`config.mk`:
```
export PLATFORM = sky130hd
export DESIGN_NAME = mem_arbiter_flat
export DESIGN_NICKNAME = d
export VERILOG_FILES = /design/src/rtl/mem_arbiter_if.sv /design/src/rtl/mem_arbiter.sv /design/src/flat_wrapper.sv
export SDC_FILE = /design/constraint.sdc
export NUM_CORES = 1
export LEC_CHECK = 0
export ABC_AREA = 1
export CAP_MARGIN = 20
export CORE_AREA = 2 2 128 130
export DETAILED_ROUTE_END_ITERATION = 10
export DIE_AREA = 0 0 130 132
export GPL_ROUTABILITY_DRIVEN = 0
export PLACE_DENSITY = 0.83
export SLEW_MARGIN = 20
export SYNTH_ARGS = -nofsm -noshare
export SYNTH_HDL_FRONTEND = slang
export SYNTH_SLANG_ARGS = --single-unit
```
`constraint.sdc`:
```
create_clock -name clk -period 4.53 [get_ports clk]
set_input_delay 1.1325 -clock clk [delete_from_list [all_inputs] [get_ports clk]]
set_output_delay 1.1325 -clock clk [all_outputs]
set_load 0.05 [all_outputs]
```
`src/rtl/mem_arbiter_if.sv`:
```
// AXI4-Lite channel bundle shared between the memory arbiter (M side) and
// the unified memory port (S side).
interface if_axi4_lite #(
   parameter int ADDRLEN = 32,
   parameter int XLEN    = 32,
   parameter int STRBLEN = XLEN / 8
);
   logic               awvalid;
   logic               awready;
   logic [ADDRLEN-1:0] awaddr;
   logic [2:0]         awprot;
   logic               wvalid;
   logic               wready;
   logic [XLEN-1:0]    wdata;
   logic [STRBLEN-1:0] wstrb;
   logic               bvalid;
   logic               bready;
   logic [1:0]         bresp;
   logic               arvalid;
   logic               arready;
   logic [ADDRLEN-1:0] araddr;
   logic [2:0]         arprot;
   logic               rvalid;
   logic               rready;
   logic [XLEN-1:0]    rdata;
   logic [1:0]         rresp;

   modport M (
      output awvalid, awaddr, awprot, wvalid, wdata, wstrb, bready,
      output arvalid, araddr, arprot, rready,
      input  awready, wready, bvalid, bresp, arready, rvalid, rdata, rresp
   );

   modport S (
      input  awvalid, awaddr, awprot, wvalid, wdata, wstrb, bready,
      input  arvalid, araddr, arprot, rready,
      output awready, wready, bvalid, bresp, arready, rvalid, rdata, rresp
   );
endinterface

```
`src/rtl/mem_arbiter.sv`:
```
// Round-robin arbiter sharing one AXI4-Lite master port between the fetch
// unit and the LSU, with a single outstanding transaction at a time.
module mem_arbiter #(
   parameter int XLEN    = 32,
   parameter int ADDRLEN = XLEN,
   parameter int STRBLEN = XLEN / 8
) (
   input  logic               clk,
   input  logic               rstn,
   input  logic               i_if_req_valid,
   output logic               o_if_req_ready,
   input  logic [ADDRLEN-1:0] i_if_req_addr,
   output logic               o_if_rsp_valid,
   input  logic               i_if_rsp_ready,
   output logic [XLEN-1:0]    o_if_rsp_data,
   output logic               o_if_rsp_err,
   input  logic               i_ls_req_valid,
   output logic               o_ls_req_ready,
   input  logic               i_ls_req_we,
   input  logic [ADDRLEN-1:0] i_ls_req_addr,
   input  logic [XLEN-1:0]    i_ls_req_wdata,
   input  logic [STRBLEN-1:0] i_ls_req_wstrb,
   output logic               o_ls_rsp_valid,
   input  logic               i_ls_rsp_ready,
   output logic [XLEN-1:0]    o_ls_rsp_rdata,
   output logic               o_ls_rsp_err,
   if_axi4_lite.M             m_axi
);

   typedef enum logic [2:0] {IDLE, AR, R, AWW, B, RSP} state_t;
   typedef enum logic {OWNER_IF, OWNER_LS} owner_t;

   state_t             state;
   state_t             state_d;
   owner_t             owner;
   owner_t             last_grant;
   logic [ADDRLEN-1:0] addr_q;
   logic [XLEN-1:0]    wdata_q;
   logic [STRBLEN-1:0] wstrb_q;
   logic               aw_done;
   logic               w_done;
   logic [XLEN-1:0]    rsp_data;
   logic               rsp_err;

   logic grant_if;
   logic grant_ls;
   logic if_hs;
   logic ls_hs;
   logic aw_hs;
   logic w_hs;
   logic owner_rsp_ready;
   logic unused_resp_bits;

   // On contention the requester that did not win last time gets the port.
   assign grant_if = i_if_req_valid && (!i_ls_req_valid || last_grant == OWNER_LS);
   assign grant_ls = i_ls_req_valid && (!i_if_req_valid || last_grant == OWNER_IF);

   assign o_if_req_ready = rstn && (state == IDLE) && grant_if;
   assign o_ls_req_ready = rstn && (state == IDLE) && grant_ls;

   assign if_hs = i_if_req_valid && o_if_req_ready;
   assign ls_hs = i_ls_req_valid && o_ls_req_ready;
   assign aw_hs = m_axi.awvalid && m_axi.awready;
   assign w_hs  = m_axi.wvalid && m_axi.wready;

   assign owner_rsp_ready = (owner == OWNER_IF) ? i_if_rsp_ready : i_ls_rsp_ready;

   // AXI outputs depend on state and captured fields only, never on a ready.
   assign m_axi.arvalid = (state == AR);
   assign m_axi.araddr  = addr_q;
   assign m_axi.arprot  = (owner == OWNER_IF) ? 3'b100 : 3'b000;
   assign m_axi.rready  = (state == R);
   assign m_axi.awvalid = (state == AWW) && !aw_done;
   assign m_axi.awaddr  = addr_q;
   assign m_axi.awprot  = 3'b000;
   assign m_axi.wvalid  = (state == AWW) && !w_done;
   assign m_axi.wdata   = wdata_q;
   assign m_axi.wstrb   = wstrb_q;
   assign m_axi.bready  = (state == B);

   assign o_if_rsp_valid = (state == RSP) && (owner == OWNER_IF);
   assign o_if_rsp_data  = rsp_data;
   assign o_if_rsp_err   = rsp_err;
   assign o_ls_rsp_valid = (state == RSP) && (owner == OWNER_LS);
   assign o_ls_rsp_rdata = rsp_data;
   assign o_ls_rsp_err   = rsp_err;

   // Only the SLVERR/DECERR bit of the response codes is reported upstream.
   assign unused_resp_bits = m_axi.rresp[0] ^ m_axi.bresp[0];

   always_ff @(posedge clk or negedge rstn) begin
      if (!rstn) begin
         state <= IDLE;
      end else begin
         state <= state_d;
      end
   end

   // Write leaves AWW once both address and data have been accepted, whether
   // earlier (registered) or in this very cycle.
   always_comb begin
      state_d = state;
      case (state)
         IDLE: begin
            if (if_hs || (ls_hs && !i_ls_req_we)) begin
               state_d = AR;
            end else if (ls_hs) begin
               state_d = AWW;
            end
         end
         AR: begin
            if (m_axi.arready) begin
               state_d = R;
            end
         end
         R: begin
            if (m_axi.rvalid) begin
               state_d = RSP;
            end
         end
         AWW: begin
            if ((aw_done || aw_hs) && (w_done || w_hs)) begin
               state_d = B;
            end
         end
         B: begin
            if (m_axi.bvalid) begin
               state_d = RSP;
            end
         end
         RSP: begin
            if (owner_rsp_ready) begin
               state_d = IDLE;
            end
         end
         default: state_d = IDLE;
      endcase
   end

   always_ff @(posedge clk or negedge rstn) begin
      if (!rstn) begin
         owner      <= OWNER_IF;
         last_grant <= OWNER_LS;
         addr_q     <= '0;
         wdata_q    <= '0;
         wstrb_q    <= '0;
         aw_done    <= 1'b0;
         w_done     <= 1'b0;
         rsp_data   <= '0;
         rsp_err    <= 1'b0;
      end else begin
         if (if_hs) begin
            owner      <= OWNER_IF;
            last_grant <= OWNER_IF;
            addr_q     <= i_if_req_addr;
         end else if (ls_hs) begin
            owner      <= OWNER_LS;
            last_grant <= OWNER_LS;
            addr_q     <= i_ls_req_addr;
            wdata_q    <= i_ls_req_wdata;
            wstrb_q    <= i_ls_req_wstrb;
         end

         if (if_hs || ls_hs) begin
            aw_done <= 1'b0;
            w_done  <= 1'b0;
         end else if (state == AWW) begin
            if (aw_hs) begin
               aw_done <= 1'b1;
            end
            if (w_hs) begin
               w_done <= 1'b1;
            end
         end

         if ((state == R) && m_axi.rvalid) begin
            rsp_data <= m_axi.rdata;
            rsp_err  <= m_axi.rresp[1];
         end else if ((state == B) && m_axi.bvalid) begin
            rsp_data <= '0;
            rsp_err  <= m_axi.bresp[1];
         end
      end
   end

endmodule

```
`src/flat_wrapper.sv`:
```
// flat-port wrapper written by rule: the top's interface ports become plain ports
module mem_arbiter_flat 
#(
   parameter int XLEN    = 32,
   parameter int ADDRLEN = XLEN,
   parameter int STRBLEN = XLEN / 8
)
  (clk, rstn, i_if_req_valid, o_if_req_ready, i_if_req_addr, o_if_rsp_valid, i_if_rsp_ready, o_if_rsp_data, o_if_rsp_err, i_ls_req_valid, o_ls_req_ready, i_ls_req_we, i_ls_req_addr, i_ls_req_wdata, i_ls_req_wstrb, o_ls_rsp_valid, i_ls_rsp_ready, o_ls_rsp_rdata, o_ls_rsp_err, m_axi_awvalid, m_axi_awaddr, m_axi_awprot, m_axi_wvalid, m_axi_wdata, m_axi_wstrb, m_axi_bready, m_axi_arvalid, m_axi_araddr, m_axi_arprot, m_axi_rready, m_axi_awready, m_axi_wready, m_axi_bvalid, m_axi_bresp, m_axi_arready, m_axi_rvalid, m_axi_rdata, m_axi_rresp);
  if_axi4_lite #(.ADDRLEN(ADDRLEN), .XLEN(XLEN), .STRBLEN(STRBLEN)) m_axi_i ();
  input  logic clk;
  input  logic rstn;
  input  logic i_if_req_valid;
  output logic o_if_req_ready;
  input  logic [ADDRLEN-1:0] i_if_req_addr;
  output logic o_if_rsp_valid;
  input  logic i_if_rsp_ready;
  output logic [XLEN-1:0] o_if_rsp_data;
  output logic o_if_rsp_err;
  input  logic i_ls_req_valid;
  output logic o_ls_req_ready;
  input  logic i_ls_req_we;
  input  logic [ADDRLEN-1:0] i_ls_req_addr;
  input  logic [XLEN-1:0] i_ls_req_wdata;
  input  logic [STRBLEN-1:0] i_ls_req_wstrb;
  output logic o_ls_rsp_valid;
  input  logic i_ls_rsp_ready;
  output logic [XLEN-1:0] o_ls_rsp_rdata;
  output logic o_ls_rsp_err;
  output wire logic [$bits(m_axi_i.awvalid)-1:0] m_axi_awvalid;
  output wire logic [$bits(m_axi_i.awaddr)-1:0] m_axi_awaddr;
  output wire logic [$bits(m_axi_i.awprot)-1:0] m_axi_awprot;
  output wire logic [$bits(m_axi_i.wvalid)-1:0] m_axi_wvalid;
  output wire logic [$bits(m_axi_i.wdata)-1:0] m_axi_wdata;
  output wire logic [$bits(m_axi_i.wstrb)-1:0] m_axi_wstrb;
  output wire logic [$bits(m_axi_i.bready)-1:0] m_axi_bready;
  output wire logic [$bits(m_axi_i.arvalid)-1:0] m_axi_arvalid;
  output wire logic [$bits(m_axi_i.araddr)-1:0] m_axi_araddr;
  output wire logic [$bits(m_axi_i.arprot)-1:0] m_axi_arprot;
  output wire logic [$bits(m_axi_i.rready)-1:0] m_axi_rready;
  input wire logic [$bits(m_axi_i.awready)-1:0] m_axi_awready;
  input wire logic [$bits(m_axi_i.wready)-1:0] m_axi_wready;
  input wire logic [$bits(m_axi_i.bvalid)-1:0] m_axi_bvalid;
  input wire logic [$bits(m_axi_i.bresp)-1:0] m_axi_bresp;
  input wire logic [$bits(m_axi_i.arready)-1:0] m_axi_arready;
  input wire logic [$bits(m_axi_i.rvalid)-1:0] m_axi_rvalid;
  input wire logic [$bits(m_axi_i.rdata)-1:0] m_axi_rdata;
  input wire logic [$bits(m_axi_i.rresp)-1:0] m_axi_rresp;
  assign m_axi_awvalid = m_axi_i.awvalid;
  assign m_axi_awaddr = m_axi_i.awaddr;
  assign m_axi_awprot = m_axi_i.awprot;
  assign m_axi_wvalid = m_axi_i.wvalid;
  assign m_axi_wdata = m_axi_i.wdata;
  assign m_axi_wstrb = m_axi_i.wstrb;
  assign m_axi_bready = m_axi_i.bready;
  assign m_axi_arvalid = m_axi_i.arvalid;
  assign m_axi_araddr = m_axi_i.araddr;
  assign m_axi_arprot = m_axi_i.arprot;
  assign m_axi_rready = m_axi_i.rready;
  assign m_axi_i.awready = m_axi_awready;
  assign m_axi_i.wready = m_axi_wready;
  assign m_axi_i.bvalid = m_axi_bvalid;
  assign m_axi_i.bresp = m_axi_bresp;
  assign m_axi_i.arready = m_axi_arready;
  assign m_axi_i.rvalid = m_axi_rvalid;
  assign m_axi_i.rdata = m_axi_rdata;
  assign m_axi_i.rresp = m_axi_rresp;
  mem_arbiter #(.XLEN(XLEN), .ADDRLEN(ADDRLEN), .STRBLEN(STRBLEN)) u_core (.clk(clk), .rstn(rstn), .i_if_req_valid(i_if_req_valid), .o_if_req_ready(o_if_req_ready), .i_if_req_addr(i_if_req_addr), .o_if_rsp_valid(o_if_rsp_valid), .i_if_rsp_ready(i_if_rsp_ready), .o_if_rsp_data(o_if_rsp_data), .o_if_rsp_err(o_if_rsp_err), .i_ls_req_valid(i_ls_req_valid), .o_ls_req_ready(o_ls_req_ready), .i_ls_req_we(i_ls_req_we), .i_ls_req_addr(i_ls_req_addr), .i_ls_req_wdata(i_ls_req_wdata), .i_ls_req_wstrb(i_ls_req_wstrb), .o_ls_rsp_valid(o_ls_rsp_valid), .i_ls_rsp_ready(i_ls_rsp_ready), .o_ls_rsp_rdata(o_ls_rsp_rdata), .o_ls_rsp_err(o_ls_rsp_err), .m_axi(m_axi_i));
endmodule
```
Yosys cells after proc, flatten, opt, wreduce, memory -nomap -nowiden
Cells that the tools add are included.

word-level totals
  input bits = 148
  output and inout bits = 181
  word-level logic and storage cells = 86
  flip-flop bits (word level) = 108

operators by class
  equal/unequal tests = 11
  bitwise operators = 3
  reduce and logical (&&, ||, !) cells = 38
  muxes and demuxes = 24

operators by type and width
  kind                                                   number
  two-way mux 32 bit                                     4
  two-way mux 3 bit                                      8
  case mux 3 bit (6 select lines)                        1
  logical AND 1 bit                                      17
  two-way mux 1 bit                                      11
  nonzero test 2 bit                                     5
  inequality test 2 x 1 -> 1 bit, second input constant  4
  equality test 3 x 2 -> 1 bit, second input constant    2
  equality test 3 bit, second input constant             2
  logical OR 1 bit                                       6
  AND reduction 2 bit                                    3
  AND reduction 6 bit                                    1
  logical NOT 1 bit                                      5
  equality test 3 x 1 -> 1 bit, second input constant    1
  logical NOT 3 bit                                      1
  inequality test 3 x 2 -> 1 bit, second input constant  1
  NOT 1 bit                                              3
  inequality test 2 bit, second input constant           1

Longest topological paths before layout
  word-level depth = 9
  depth in mapped cells = 10
  depth with buffers taken out = 9

Least setup slack after synthesis
OpenSTA, ideal clock, no wires.

  path kind = input port to output port
  start = in i_if_req_valid
  end = out o_ls_req_ready
  arrival = 1.847 ns
  required time = 3.398 ns
  path buffers = 2
  stages = 5
  slack = 1.551 ns
  path through = nand2_1 nand2_1 nor2_4 buf_4 buf_4

on the way
  longest elaborated chain between the ends = 4

RTL lines
  what               line                source
  start, declared    flat_wrapper.sv:12  input logic i_if_req_valid;
  logical NOT 1 bit  mem_arbiter.sv:56   assign grant_ls = i_ls_req_valid && (!i_if_req_valid || last_grant == OWNER_IF);
  logical OR 1 bit   mem_arbiter.sv:56
  logical AND 1 bit  mem_arbiter.sv:56
  logical AND 1 bit  mem_arbiter.sv:59   assign o_ls_req_ready = rstn && (state == IDLE) && grant_ls;
  end, declared      flat_wrapper.sv:20  output logic o_ls_req_ready;

Every way passes these cells.

Final worst setup path
  start = in i_if_req_valid
  end = out o_if_req_ready

on the way
  longest elaborated chain between the ends = 2

RTL lines
  what               line                source
  logical AND 1 bit  mem_arbiter.sv:55   assign grant_if = i_if_req_valid && (!i_ls_req_valid || last_grant == OWNER_LS);
  logical AND 1 bit  mem_arbiter.sv:58   assign o_if_req_ready = rstn && (state == IDLE) && grant_if;
  end, declared      flat_wrapper.sv:13  output logic o_if_req_ready;

Every way passes these cells.

==> results.yml <==
status:
  status: "completed"
route:
  drc: 0
  drt_pass1_iterations: 6
  drt_iter0_markers: 158
  vias_per_cell: 4.55
  vias: 4832
  post_drt_wl_per_cell_um: 14.9
  drt_wl_total_um: 15800
  antenna_left: 0
die:
  fp.dieH_um: 132
  ios: 329
  start_util_pct: 33.1
  die_area_um2: 17200
  core_area_um2: 15700
  fp.dieW_um: 130
  rows: 46
synthesis:
  synth_seq_cells: 108
  yosysTopAreaCell: "dfrtp_1"
  avgSynthCellArea_um2: 8.67
  ys_seq_area_share_pct: 52.0
  netlist_instances: 600
  synth_area_um2: 5200
  synthTopCellsByArea: "dfrtp_1, nand2_1, buf_4, o22ai_1, nand3_1"
  yosys_warnings: 0
  yosysUniqueCellTypes: 26
  yosysTopAreaCellShare_pct: 51.5
grt:
  grt_max_degree: 65
  grt.overflow.total: 0
  grt_pass1_vias: 4695
  antenna_found_initial: 0
  grt_pass1_wl_um: 24400
  track_usage_pct: 18.0
placement:
  io_buffers: 321
  pre_cts_ws_ns: 0.770
  placed_cells: 1047
  hpwl_um: 12000
  place_area_um2: 8020
hold_path:
  whs_path_depth: 2
  min_path_type: "reg -> reg"
  holdPathEnd: "u_core.m_axi.wdata[15]"
  min_from: "u_core.m_axi.wdata[15]"
sta:
  relSlewSlack_pct: 32.3
  grt_setup_unrepaired: "no"
  tightest_slew_ns: 1.01
  hold_viol: 0
  period_share_pct: 83.2
  final.min_clock_period_ns: 3.77
  fin_ws_ns: 0.762
  fin_tns_setup_ns: 0
  final_max_slew_viol_count: 0
  skew_ns: 0.00890
  whs_ns: 0.470
  finalSetupViolCount: 0
  fmax_mhz: 265
worst_setup_path:
  rr_startpoint: "u_core.state[0]"
  worstPathArrival_ns: 2.64
  path_max_fanout: 35
  reg2reg_slack_ns: 2.05
  slowest_stage: "clkdlybuf4s50_1"
  reg2reg_to: "u_core.m_axi.wstrb[2]"
  critPathKind: "in -> out"
  worstPathRequired_ns: 3.40
  crit_path_start_kind: "input port"
  slowest_delay_ns: 0.51
  crit_chain: "clkdlybuf4s50_1 > inv_1 > a21oi_1 > nand2_4 > inv_4 > buf_12"
  crit_path_end_kind: "output pin"
  path_buf_inv: 4
  critPathTopFamily: "buffers and inverters"
  reg2regPathDepth: 8
cells_and_area:
  layout_common_cells: "clkdlybuf4s50_1, nand2_1, dfrtp_1, nor2_1, nand3_1"
  drive_above_1_share_pct: 5.55
  synthToLayoutAreaGrowth_pct: 59.6
  multi_input_area_um2: 1680
  layout_commonest_cell: "clkdlybuf4s50_1"
  stdcell_area_um2: 8300
  nFillCells: 1413
  nets: 990
  instances_no_fill: 1063
  seqCellArea_um2: 2700
  diodes: 0
clock_tree:
  cts_tree: "yes"
  numCtsBuffers: 9
  insertion_delay_ns: 0.35
  clk_pin_slew_ns: 0.08
  clk_path_buf_depth: 2
  cts_resized: 0
  cts.sinks: 108
  ctsHoldBuffers: 0
  h-tree-depth: 3
  post_cts_buffers: 0
  clockRootBuffer: "clkbuf_16"
job:
  max_cap_viol_count: 0
pwr:
  peakVddDrop_uv: 527
  power.density_nw_per_um2: 930
  leakage_uw: 0.00373
[metal layers]
metal  GRT usage (%)  up-vias  wire, µm
li1                -     2337         -
met1            19.4     2264      5790
met2            32.8      215      8270
met3            5.88       16      1490
met4            6.27        0       281
met5               0        -         0
[worst min-delay path: stages (launching register included)]
cell     delay, ns
dfrtp_1       0.35
nand2_1       0.05
nand2_1       0.04
[state kept, by name, summed over array words and instances (netlist names)]
name,flops
u_core.o_if_rsp_err,1
u_core.owner,1
u_core.last_grant,1
u_core.w_done,1
u_core.state,3
u_core.o_if_rsp_data,32
u_core.m_axi.araddr,32
u_core.aw_done,1
u_core.m_axi.wdata,32
u_core.m_axi.wstrb,4
[per-stage QoR]
stage	total power [µW]	utilization [%]
2_1_floorplan	5580	-
3_3_place_gp	6930	51.1
3_5_place_dp	7010	51.1
4_1_cts	7790	52.8
5_1_grt	8090	52.8
6_report	7720	52.8
[cell usage after synthesis]
cell type	instances
buf_2	12
inv_4	1
nor2_2	1
nor3_1	28
a21oi_1	6
inv_1	16
conb_1	1
clkbuf_1	4
buf_4	76
o22ai_1	32
a21oi_4	1
dfstp_2	1
nor2_1	44
nor2_4	3
nand2_4	1
buf_6	9
dfrtp_1	107
nand4_1	6
o21ai_0	2
nand3_1	39
nand3_2	1
nand3b_1	1
nand2_1	195
inv_2	6
nor3_2	5
or2_2	2
[how the worst max path moves through the flow]
stage,slack [ns],endpoint,startpoint,cells past startpoint
after global placement,0.81,o_if_req_ready,i_if_req_valid,6
final,0.76,o_if_req_ready,i_if_req_valid,6
after CTS,0.77,o_if_req_ready,i_if_req_valid,6
after global routing,0.64,o_if_req_ready,i_if_req_valid,6
after floorplan,1.55,o_ls_req_ready,i_if_req_valid,5
after detailed placement,0.77,o_if_req_ready,i_if_req_valid,6
[where the power goes]
group	switching, µW	total (µW)	leakage [µW]	internal, µW
Combinational	3540	5160	0.00228	1620
Sequential	374	1810	0.00132	1430
Clock	361	752	0.000136	391
Total	4280	7720	0.00373	3440
[cells by family after synthesis]
| kind of cell | count (synthesis) | synth area share (%) |
|---|---|---|
| AO/OA/AOI/OAI | 41 | 4.93 |
| buffers and inverters | 124 | 16.1 |
| flip-flops | 108 | 52.0 |
| other | 1 | 0.0721 |
| AND/OR/NAND/NOR | 326 | 26.9 |
[area by class of cell]
type	instances	share of cell area, %
repair buffers	328	39.6
well taps	216	3.26
clock buffers	11	2.92
multi-input cells	372	20.2
flip-flops and latches	108	32.6
inverters	23	1.07
clock inverters	5	0.422
Power figures use the tool's default switching activity.
